**src/rtl/memshare_rqst_profiler.sv**
```systemverilog
// memshare_rqst_profiler
//   Arrival-requestor profiler in front of the memShare L1PA control regFile.
//   Incoming share-group request patterns are queued in a small FIFO. The FSM
//   takes the head entry and runs the three memShare DRCs on it:
//     DRC1 : each active requestor's address is in its group's bank set
//     DRC2 : no address is shared by more than MAX_ALLOC_SEQ_NUM requestors
//     DRC3 : the pattern has at least one active requestor
//   A legal pattern is sent out as one or two regFile page lookups (isGtr
//   pointer on alloc_seqptr). An illegal pattern is dropped, drc_viol pulses,
//   and the failing DRC bits are ORed into the sticky drc_err.
//   Optional build macro MEMSHARE_PROFILE_STATS_EN adds the saturating
//   stat_arr_cnt / stat_viol_cnt counters and their output ports.
module memshare_rqst_profiler #(
  parameter int                          SHARE_GROUP_SIZE   = 5,
  parameter int                          RQST_ADDR_BITWIDTH = 2,
  parameter int                          TRACK_DEPTH        = 4,
  parameter logic [SHARE_GROUP_SIZE-1:0] SHARE_COL_CONFIG   = 5'b10101,
  parameter int                          PAGE_ADDR_WIDTH    = 5
) (
  input  logic                                         sys_clk,
  input  logic                                         rstn,
  input  logic                                         rqst_valid,
  output logic                                         rqst_ready,
  input  logic [SHARE_GROUP_SIZE-1:0]                  rqst_flag,
  input  logic [SHARE_GROUP_SIZE*RQST_ADDR_BITWIDTH-1:0] rqst_addr,
  output logic                                         alloc_valid,
  input  logic                                         alloc_ready,
  output logic [PAGE_ADDR_WIDTH-1:0]                   alloc_page,
  output logic                                         alloc_seqptr,
  output logic                                         drc_viol,
  output logic [2:0]                                   drc_err,
  input  logic                                         drc_err_clr
`ifdef MEMSHARE_PROFILE_STATS_EN
  ,
  output logic [15:0]                                  stat_arr_cnt,
  output logic [15:0]                                  stat_viol_cnt
`endif
);

  localparam int ADDR_W            = SHARE_GROUP_SIZE * RQST_ADDR_BITWIDTH;
  localparam int PTR_W             = (TRACK_DEPTH > 1) ? $clog2(TRACK_DEPTH) : 1;
  localparam int CNT_W             = $clog2(TRACK_DEPTH + 1);
  localparam int SEQ_CNT_W         = $clog2(SHARE_GROUP_SIZE + 1);
  localparam int NUM_ADDR          = 1 << RQST_ADDR_BITWIDTH;
  localparam int MAX_ALLOC_SEQ_NUM = 2;

  typedef enum logic [1:0] {
    S_IDLE,
    S_CHECK,
    S_ISSUE
  } state_t;

  // Pattern FIFO storage and pointers
  logic [SHARE_GROUP_SIZE-1:0] r_mem_flag [TRACK_DEPTH];
  logic [ADDR_W-1:0]           r_mem_addr [TRACK_DEPTH];
  logic [PTR_W-1:0]            r_wr_ptr;
  logic [PTR_W-1:0]            r_rd_ptr;
  logic [CNT_W-1:0]            r_count;

  // FSM state and registered outputs
  state_t                      r_state;
  logic                        r_need2;
  logic                        r_alloc_valid;
  logic [PAGE_ADDR_WIDTH-1:0]  r_alloc_page;
  logic                        r_alloc_seqptr;
  logic                        r_drc_viol;
  logic [2:0]                  r_drc_err;

  // Combinational datapath
  logic                        w_full;
  logic                        w_empty;
  logic                        w_push;
  logic                        w_pop;
  logic [SHARE_GROUP_SIZE-1:0] w_head_flag;
  logic [ADDR_W-1:0]           w_head_addr;
  logic [RQST_ADDR_BITWIDTH-1:0] w_a;
  logic [SEQ_CNT_W-1:0]        w_seq_cnt;
  logic                        w_drc1;
  logic                        w_drc2;
  logic                        w_drc3;
  logic                        w_need2;
  logic                        w_fail;

  assign w_full      = (r_count == CNT_W'(TRACK_DEPTH));
  assign w_empty     = (r_count == '0);
  assign w_push      = rqst_valid && !w_full;
  assign w_head_flag = r_mem_flag[r_rd_ptr];
  assign w_head_addr = r_mem_addr[r_rd_ptr];
  assign w_fail      = w_drc1 || w_drc2 || w_drc3;

  assign rqst_ready   = !w_full;
  assign alloc_valid  = r_alloc_valid;
  assign alloc_page   = r_alloc_page;
  assign alloc_seqptr = r_alloc_seqptr;
  assign drc_viol     = r_drc_viol;
  assign drc_err      = r_drc_err;

  // DRC evaluation of the FIFO head pattern
  always_comb begin
    w_drc1    = 1'b0;
    w_drc2    = 1'b0;
    w_drc3    = (w_head_flag == '0);
    w_need2   = 1'b0;
    w_a       = '0;
    w_seq_cnt = '0;
    // Bank parity: shared (GP2) columns use odd banks, GP1 columns even banks
    for (int unsigned i = 0; i < SHARE_GROUP_SIZE; i++) begin
      w_a = w_head_addr[i*RQST_ADDR_BITWIDTH +: RQST_ADDR_BITWIDTH];
      if (w_head_flag[i]) begin
        if (32'(w_a) > 32'd3) begin
          w_drc1 = 1'b1;
        end else if (w_a[0] != SHARE_COL_CONFIG[i]) begin
          w_drc1 = 1'b1;
        end
      end
    end
    // Worst-case sharing count over every possible bank address
    for (int unsigned v = 0; v < NUM_ADDR; v++) begin
      w_seq_cnt = '0;
      for (int unsigned i = 0; i < SHARE_GROUP_SIZE; i++) begin
        w_a = w_head_addr[i*RQST_ADDR_BITWIDTH +: RQST_ADDR_BITWIDTH];
        if (w_head_flag[i] && (w_a == RQST_ADDR_BITWIDTH'(v))) begin
          w_seq_cnt = w_seq_cnt + SEQ_CNT_W'(1);
        end
      end
      if (w_seq_cnt > SEQ_CNT_W'(MAX_ALLOC_SEQ_NUM)) begin
        w_drc2 = 1'b1;
      end else if (w_seq_cnt == SEQ_CNT_W'(MAX_ALLOC_SEQ_NUM)) begin
        w_need2 = 1'b1;
      end
    end
  end

  // Head pop: dropped in CHECK, or accepted final allocation sequence in ISSUE
  always_comb begin
    w_pop = 1'b0;
    case (r_state)
      S_CHECK: w_pop = w_fail;
      S_ISSUE: w_pop = alloc_ready && !(r_need2 && !r_alloc_seqptr);
      default: w_pop = 1'b0;
    endcase
  end

  // FIFO pattern storage (no reset needed; validity comes from the pointers)
  always_ff @(posedge sys_clk) begin
    if (w_push) begin
      r_mem_flag[r_wr_ptr] <= rqst_flag;
      r_mem_addr[r_wr_ptr] <= rqst_addr;
    end
  end

  // FIFO pointers and occupancy; a pop never frees space for a same-cycle push
  always_ff @(posedge sys_clk or posedge rstn) begin
    if (rstn) begin
      r_wr_ptr <= '0;
      r_rd_ptr <= '0;
      r_count  <= '0;
    end else begin
      if (w_push) begin
        r_wr_ptr <= (r_wr_ptr == PTR_W'(TRACK_DEPTH - 1)) ? '0 : r_wr_ptr + PTR_W'(1);
      end
      if (w_pop) begin
        r_rd_ptr <= (r_rd_ptr == PTR_W'(TRACK_DEPTH - 1)) ? '0 : r_rd_ptr + PTR_W'(1);
      end
      case ({w_push, w_pop})
        2'b10:   r_count <= r_count + CNT_W'(1);
        2'b01:   r_count <= r_count - CNT_W'(1);
        default: r_count <= r_count;
      endcase
    end
  end

  // Profiler FSM with registered lookup and DRC outputs
  always_ff @(posedge sys_clk or posedge rstn) begin
    if (rstn) begin
      r_state        <= S_IDLE;
      r_need2        <= 1'b0;
      r_alloc_valid  <= 1'b0;
      r_alloc_page   <= '0;
      r_alloc_seqptr <= 1'b0;
      r_drc_viol     <= 1'b0;
      r_drc_err      <= '0;
    end else begin
      r_drc_viol <= 1'b0;
      if (drc_err_clr) begin
        r_drc_err <= '0;
      end
      case (r_state)
        S_IDLE: begin
          if (!w_empty) begin
            r_state <= S_CHECK;
          end
        end
        S_CHECK: begin
          r_need2 <= w_need2;
          if (w_fail) begin
            // A new violation lands on top of a same-cycle clear
            r_drc_viol <= 1'b1;
            r_drc_err  <= (drc_err_clr ? 3'b000 : r_drc_err) | {w_drc3, w_drc2, w_drc1};
            r_state    <= S_IDLE;
          end else begin
            r_alloc_valid  <= 1'b1;
            r_alloc_page   <= PAGE_ADDR_WIDTH'(w_head_flag);
            r_alloc_seqptr <= 1'b0;
            r_state        <= S_ISSUE;
          end
        end
        S_ISSUE: begin
          if (alloc_ready) begin
            if (r_need2 && !r_alloc_seqptr) begin
              r_alloc_seqptr <= 1'b1;
            end else begin
              r_alloc_valid <= 1'b0;
              r_state       <= S_IDLE;
            end
          end
        end
        default: r_state <= S_IDLE;
      endcase
    end
  end

`ifdef MEMSHARE_PROFILE_STATS_EN
  logic [15:0] r_stat_arr;
  logic [15:0] r_stat_viol;

  assign stat_arr_cnt  = r_stat_arr;
  assign stat_viol_cnt = r_stat_viol;

  // Saturating arrival / violation counters; an event on a clear cycle counts
  always_ff @(posedge sys_clk or posedge rstn) begin
    if (rstn) begin
      r_stat_arr  <= '0;
      r_stat_viol <= '0;
    end else begin
      if (drc_err_clr) begin
        r_stat_arr <= {15'd0, w_push};
      end else if (w_push && (r_stat_arr != '1)) begin
        r_stat_arr <= r_stat_arr + 16'd1;
      end
      if (drc_err_clr) begin
        r_stat_viol <= {15'd0, r_drc_viol};
      end else if (r_drc_viol && (r_stat_viol != '1)) begin
        r_stat_viol <= r_stat_viol + 16'd1;
      end
    end
  end
`endif

endmodule

```
**config.mk**
```make
export PLATFORM = sky130hd
export DESIGN_NAME = memshare_rqst_profiler
export DESIGN_NICKNAME = d
export VERILOG_FILES = /design/src/rtl/memshare_rqst_profiler.sv
export SDC_FILE = /design/constraint.sdc
export NUM_CORES = 1
export LEC_CHECK = 0
export BUFFER_PORTS_ARGS = -buffer_cell sky130_fd_sc_hd__buf_2
export CORE_MARGIN = 3
export CORE_UTILIZATION = 60
export DETAILED_ROUTE_END_ITERATION = 10
export PLACE_DENSITY = 0.79
export SETUP_SLACK_MARGIN = 0.15
export SKIP_LAST_GASP = 1
export SYNTH_ARGS = -nofsm -noshare
export SYNTH_HDL_FRONTEND = slang
export SYNTH_SLANG_ARGS = --single-unit
```
**constraint.sdc**
```tcl
create_clock -name sys_clk -period 6.27 [get_ports sys_clk]
set_clock_uncertainty 0.05 [all_clocks]
set_input_delay 0.627 -clock sys_clk [delete_from_list [all_inputs] [get_ports sys_clk]]
set_output_delay 0.627 -clock sys_clk [all_outputs]
set_load 0.02 [all_outputs]
```
Yosys cells after proc, flatten, opt, wreduce, memory -nomap -nowiden. Memory sizes are Yosys's and may differ from the RTL's. Index checks and enable logic that the tools add are counted.

Multiplexer cells: 66. Reduce and logical (&&, ||, !) cells: 42. Order comparisons: 4. Add/subtract/negate cells: 20. Equal/unequal tests: 31. Bitwise operators: 2.

Operators with widths (count): 2-to-1 mux 3 bit (19); adder 3 x 1 -> 3 bit (second input constant) (17); 2-to-1 mux 1 bit (36); equality test 2 bit (second input constant) (14); logical AND 1 bit (23); equality test 2 x 1 -> 1 bit (second input constant) (7); equality test 3 x 2 -> 1 bit (second input constant) (4); > comparator 3 x 2 -> 1 bit (second input constant) (4); logical NOT 2 bit (6); 2-to-1 mux 2 bit (6); inequality test 2 bit (second input constant) (5); AND reduction 4 bit (2); one-hot mux 1 bit (2 select lines) (3); one-hot mux 2 bit (3 select lines) (1); one-hot mux 3 bit (2 select lines) (1); logical NOT 5 bit (1); adder 2 x 1 -> 2 bit (second input constant) (2); nonzero test 2 bit (2); equality test 3 bit (second input constant) (1); logical NOT 1 bit (3); logical NOT 3 bit (1); bitwise OR 3 bit (1); AND reduction 3 bit (1); subtractor 3 x 1 -> 3 bit (second input constant) (1); 3 further kinds (4).

Input bits: 20. Output and inout bits: 12. Memory bits (writable): 60. Memories: 2. Register bits: 21.

Memories: r_mem_addr (depth 4, bits a word 10, read ports 1, clocked after Yosys merged registers in 0, write ports 1, RTL line 55) `logic [ADDR_W-1:0] r_mem_addr [TRACK_DEPTH];`; r_mem_flag (depth 4, bits a word 5, read ports 1, clocked after Yosys merged registers in 0, write ports 1, RTL line 54) `logic [SHARE_GROUP_SIZE-1:0] r_mem_flag [TRACK_DEPTH];`.

Logic depth before layout (Yosys ltp). An unclocked memory read counts as a cell.

Depth after elaboration: 22. Mapped depth: 23. Mapped depth without buffers: 21.

Worst setup path after synthesis. Ideal clock, no wire load.

Kind: register -> register. From: reg r_rd_ptr[0]. To: reg r_count[2]. Data arrival time: 4.909 ns. Stages on the path, launching flop included: 21. Slack: 1.189 ns. Period minus slack after synthesis: 5.081 ns. Data required time: 6.098 ns. Cells stage by stage: dfrtp_1 buf_6 buf_2 mux4_2 nor2b_1 and2_1 ha_1 buf_1 xor2_4 xor2_2 ha_1 nand2_1 xnor3_1 nor3_1 nand4_4 o31a_1 ha_1 fa_1 xnor2_1 nor2_1 xnor2_1.

Cells in the longest elaborated chain, start to end: 22. Elaborated cells between the ends (all ways): 104. Those cells by class: 16 x add/sub; 4 x order compare; 17 x eq/ne; 36 x mux; 29 x reduce/logical; 2 x memory.

Ends and longest elaborated chain: start: declaration (RTL line 57) `logic [PTR_W-1:0] r_rd_ptr;`; start signal: assignment (RTL line 163) `r_rd_ptr <= (r_rd_ptr == PTR_W'(TRACK_DEPTH - 1)) ? '0 : r_rd_ptr + PTR_W'(1);`; memory (4 x 10 bit); logical NOT 2 bit (RTL line 122) `if (w_head_flag[i] && (w_a == RQST_ADDR_BITWIDTH'(v))) begin`; logical AND 1 bit (RTL line 122); 2-to-1 mux 1 bit (RTL line 122); adder 3 x 1 -> 3 bit (RTL line 123) `w_seq_cnt = w_seq_cnt + SEQ_CNT_W'(1);`; 2-to-1 mux 3 bit (RTL line 122); adder 3 x 1 -> 3 bit (RTL line 123); 2-to-1 mux 3 bit (RTL line 122); [4 not listed]; > comparator 3 x 2 -> 1 bit (RTL line 126) `if (w_seq_cnt > SEQ_CNT_W'(MAX_ALLOC_SEQ_NUM)) begin`; 2-to-1 mux 1 bit (4 in series) (RTL line 126); logical OR 1 bit (RTL line 89) `assign w_fail = w_drc1 || w_drc2 || w_drc3;`; logical OR 1 bit * (RTL line 89); one-hot mux 1 bit (2 select lines) * (RTL line 137) `case (r_state)`; via w_pop (RTL line 73) `logic w_pop;`; equality test 2 x 1 -> 1 bit or equality test 2 bit (tied branches) (RTL line 165) `case ({w_push, w_pop})`; one-hot mux 3 bit (2 select lines) or nonzero test 2 bit (tied branches); end signal: assignment (RTL line 166) `2'b10: r_count <= r_count + CNT_W'(1);`; end signal: assignment (RTL line 167) `2'b01: r_count <= r_count - CNT_W'(1);`; end signal: assignment (RTL line 168) `default: r_count <= r_count;`; end: declaration (RTL line 58) `logic [CNT_W-1:0] r_count;`.

The timed path passes the listed nets; every way through them passes the cells marked *. A chain may end at the register's enable or synchronous reset.

Worst setup path in the final report. Ends and elaborated chain as after synthesis.

==> flow_metrics.env <==
export IMPL_row_count=31
export IMPL_cts_buffers=9
export IMPL_setup_tns_final_ns=0
export IMPL_critPathKind="flip-flop to flip-flop"
export IMPL_timing_hold_ws_ns=0.358
export IMPL_drv_slew=0
export IMPL_h_tree_depth=3
export IMPL_grt_setup_unrepaired="no"
export IMPL_antenna_found_initial=0
export IMPL_overflow=0
export IMPL_async_flop_share=0.259
export IMPL_syn_area_um2=4600
export IMPL_synth_avg_cell_area_um2=12.9
export IMPL_gp_congestion=0.895
export IMPL_hold_buffers=0
export IMPL_clock_path_buffers=2
export IMPL_synth_xor_area_frac=0.0479
export IMPL_final_setup_worst_slack_ns=0.880
export IMPL_crit_family="XOR/XNOR gates"
export IMPL_tightest_slew_ns=0.816
export IMPL_power_leakage_nw=2.04
export IMPL_synth_nets=406
export IMPL_cp_cell_sequence="buf_4, mux4_2, nand2b_1, inv_1, ha_1, xor2_4, xor2_2, ha_1, nand2_1, xnor3_1, nor3_1, nand4_4, o31a_1, ha_1, fa_1, xnor2_1, nor2_1, xnor2_1"
export IMPL_hold_viol_final=0
export IMPL_insertion_delay_ns=0.35
export IMPL_synth_top_family_by_area="simple AND/OR/NAND/NOR gates"
export IMPL_critPathMaxFanout=10
export IMPL_cp_common_cell="ha_1"
export IMPL_grt_util_all_layers=0.216
export IMPL_setup_viol=0
export IMPL_slew_headroom=0.456
export IMPL_max_freq_mhz=186
export IMPL_yosys_area_share_simple=0.144
export IMPL_synthAdderAreaFrac=0.0832
export IMPL_io_buffers=31
export IMPL_fin_cells=491
export IMPL_start_util=0.628
export IMPL_placed_cell_area_um2=4820
export IMPL_critPathBufInv=2
export IMPL_n_antenna_cell=0
export IMPL_pre_cts_ws_ns=0.874
export IMPL_cp_data_arrival_time_ns=5.59
export IMPL_ios=32
export IMPL_root_buffer="clkbuf_8"
export IMPL_wirelength_um=8680
export IMPL_startpoint_type="flip-flop"
export IMPL_synth_ff_type="edfxtp_1"
export IMPL_place_inst=475
export IMPL_power_total_mw=2.84
export IMPL_cts_sinks=81
export IMPL_synth_edff_count=60
export IMPL_ys_seq_area_frac=0.506
export IMPL_ys_types=64
export IMPL_grt_pass1_wl_um=14100
export IMPL_dieArea_um2=8750
export IMPL_final_core_util=0.690
export IMPL_synth_mux_area_frac=0.120
export IMPL_synth_compound_area_share=0.0604
export IMPL_grt_pass1_vias=2882
export IMPL_areaGrowthSynthToFinish_pct=9.95
export IMPL_cp_required_ns=6.47
export IMPL_cap_violations=0
export IMPL_die_x_um=93.6
export IMPL_end_kind="flip-flop"
export IMPL_synth_seq_cells=81
export IMPL_first_iter_violations=162
export IMPL_drive_above_1_share=0.217
export IMPL_drc=0
export IMPL_status="finished clean"
export IMPL_hp_class="input port to asynchronous set/reset pin"
export IMPL_vias=2872
export IMPL_cp_slowest_stage_delay_ns=0.69
export IMPL_viasPerCell=5.85
export IMPL_peakVddDrop_v=0.000269
export IMPL_die_y_um=93.6
export IMPL_synth_warning_count=0
export IMPL_dpl_hpwl_um=6370
export IMPL_period_share=0.860
export IMPL_final_area_um2=5060
export IMPL_grt_start_max_net_pins=22
export IMPL_cts_setup_buffers=0
export IMPL_p_per_area_nw_per_um2=562
export IMPL_wire_per_inst_um=17.7
export IMPL_drtPass1Iterations=4
export IMPL_synth_cells=356
export IMPL_min_period_ns=5.39
export IMPL_cts_resized=0
export IMPL_final_net_count=437
export IMPL_coreArea_um2=7330
export IMPL_path_clk_slew_ns=0.09
export IMPL_cts_tree="yes"
export IMPL_postRouteAntennaNets=0
export IMPL_crit_path_top_delay_cell="dfrtp_1"
==> synth_stat cells, types with 6 or more instances <==
master	n	area share
inv_1	29	0.024
mux2_2	7	0.017
xnor2_1	10	0.019
nand4_1	6	0.0082
edfxtp_1	60	0.39
o21ai_0	10	0.011
dfrtp_1	21	0.11
mux2i_1	6	0.013
mux4_2	15	0.073
and2_1	10	0.014
nand2_1	25	0.020
nor3_1	7	0.0076
nor2_1	14	0.011
ha_1	29	0.079
nand3_1	13	0.014
==> routing by layer <==
| layer | vias up | GRT usage | part of all wire |
|---|---|---|---|
| met5 | - | 0 | 0 |
| met4 | 0 | 0.0710 | 0.014 |
| met3 | 10 | 0.0362 | 0.031 |
| met2 | 55 | 0.379 | 0.52 |
| met1 | 1421 | 0.271 | 0.43 |
| li1 | 1386 | - | - |
==> power by group <==
group | switching [mW] | internal, mW
Sequential | 0.0911 | 0.727
Clock | 0.192 | 0.267
Combinational | 0.891 | 0.676
==> state kept, by name (all words and copies together) (netlist names) <==
signal and count:
r_mem_addr 40, r_mem_flag 20, alloc_page 5, drc_err 3, r_count 3, r_rd_ptr 2
r_state 2, r_wr_ptr 2, alloc_seqptr 1, alloc_valid 1, drc_viol 1, r_need2 1
==> final cells by class <==
type	instances	area, µm²
clock buffer	10	128
clock inverter	6	115
fill	514	2270
inverter	29	109
multi-input combinational	234	2090
sequential	81	2330
tap	99	124
timing repair buffer	32	163
==> cell families (layout without fill, tap and decap cells) <==
kind of cell | after synthesis | in the layout
AND/OR/NAND/NOR | 113 | 113
flip-flops | 81 | 81
buffers and inverters | 41 | 77
AO/OA/AOI/OAI | 39 | 39
multiplexers | 33 | 33
adder cells (fa/ha/maj) | 30 | 30
XOR/XNOR | 19 | 19
==> cells in the final DEF (no fill, tap or decap), types with 5 or more instances in the layout <==
cell	netlist	final
edfxtp_1	60	60
buf_2	3	31
inv_1	29	29
ha_1	29	29
nand2_1	25	25
dfrtp_1	21	21
mux4_2	15	15
nor2_1	14	14
nand3_1	13	13
o21ai_0	10	10
xnor2_1	10	10
and2_1	10	10
clkbuf_8	0	9
nor3_1	7	7
mux2_2	7	7
nand4_1	6	6
mux2i_1	6	6
nand3b_1	5	5
and3_1	5	5
xor2_1	5	5
mux2_4	5	5
==> worst paths after layout <==
path,start,end,slack (ns),cells after the start
hold / removal,rstn,alloc_page[1],0.36,2
hold reg to reg,alloc_page[3],alloc_page[3],0.47,1
min in group sys_clk,drc_err_clr,drc_err[1],0.42,2
max in group asynchronous,rstn,r_wr_ptr[0],5.30,2
setup reg to reg,r_rd_ptr[0],r_count[2],0.88,18
setup / recovery,r_rd_ptr[0],r_count[2],0.88,18
==> worst reg2reg max path, stage by stage, from the launching register on <==
cell,delay [ns]
dfrtp_1,0.69
buf_4,0.32
mux4_2,0.56
nand2b_1,0.23
inv_1,0.10
ha_1,0.35
xor2_4,0.28
xor2_2,0.22
ha_1,0.17
nand2_1,0.06
xnor3_1,0.37
nor3_1,0.32
nand4_4,0.16
o31a_1,0.38
ha_1,0.24
fa_1,0.38
xnor2_1,0.19
nor2_1,0.09
xnor2_1,0.13
No activity file was read; power rests on OpenSTA's default activity.
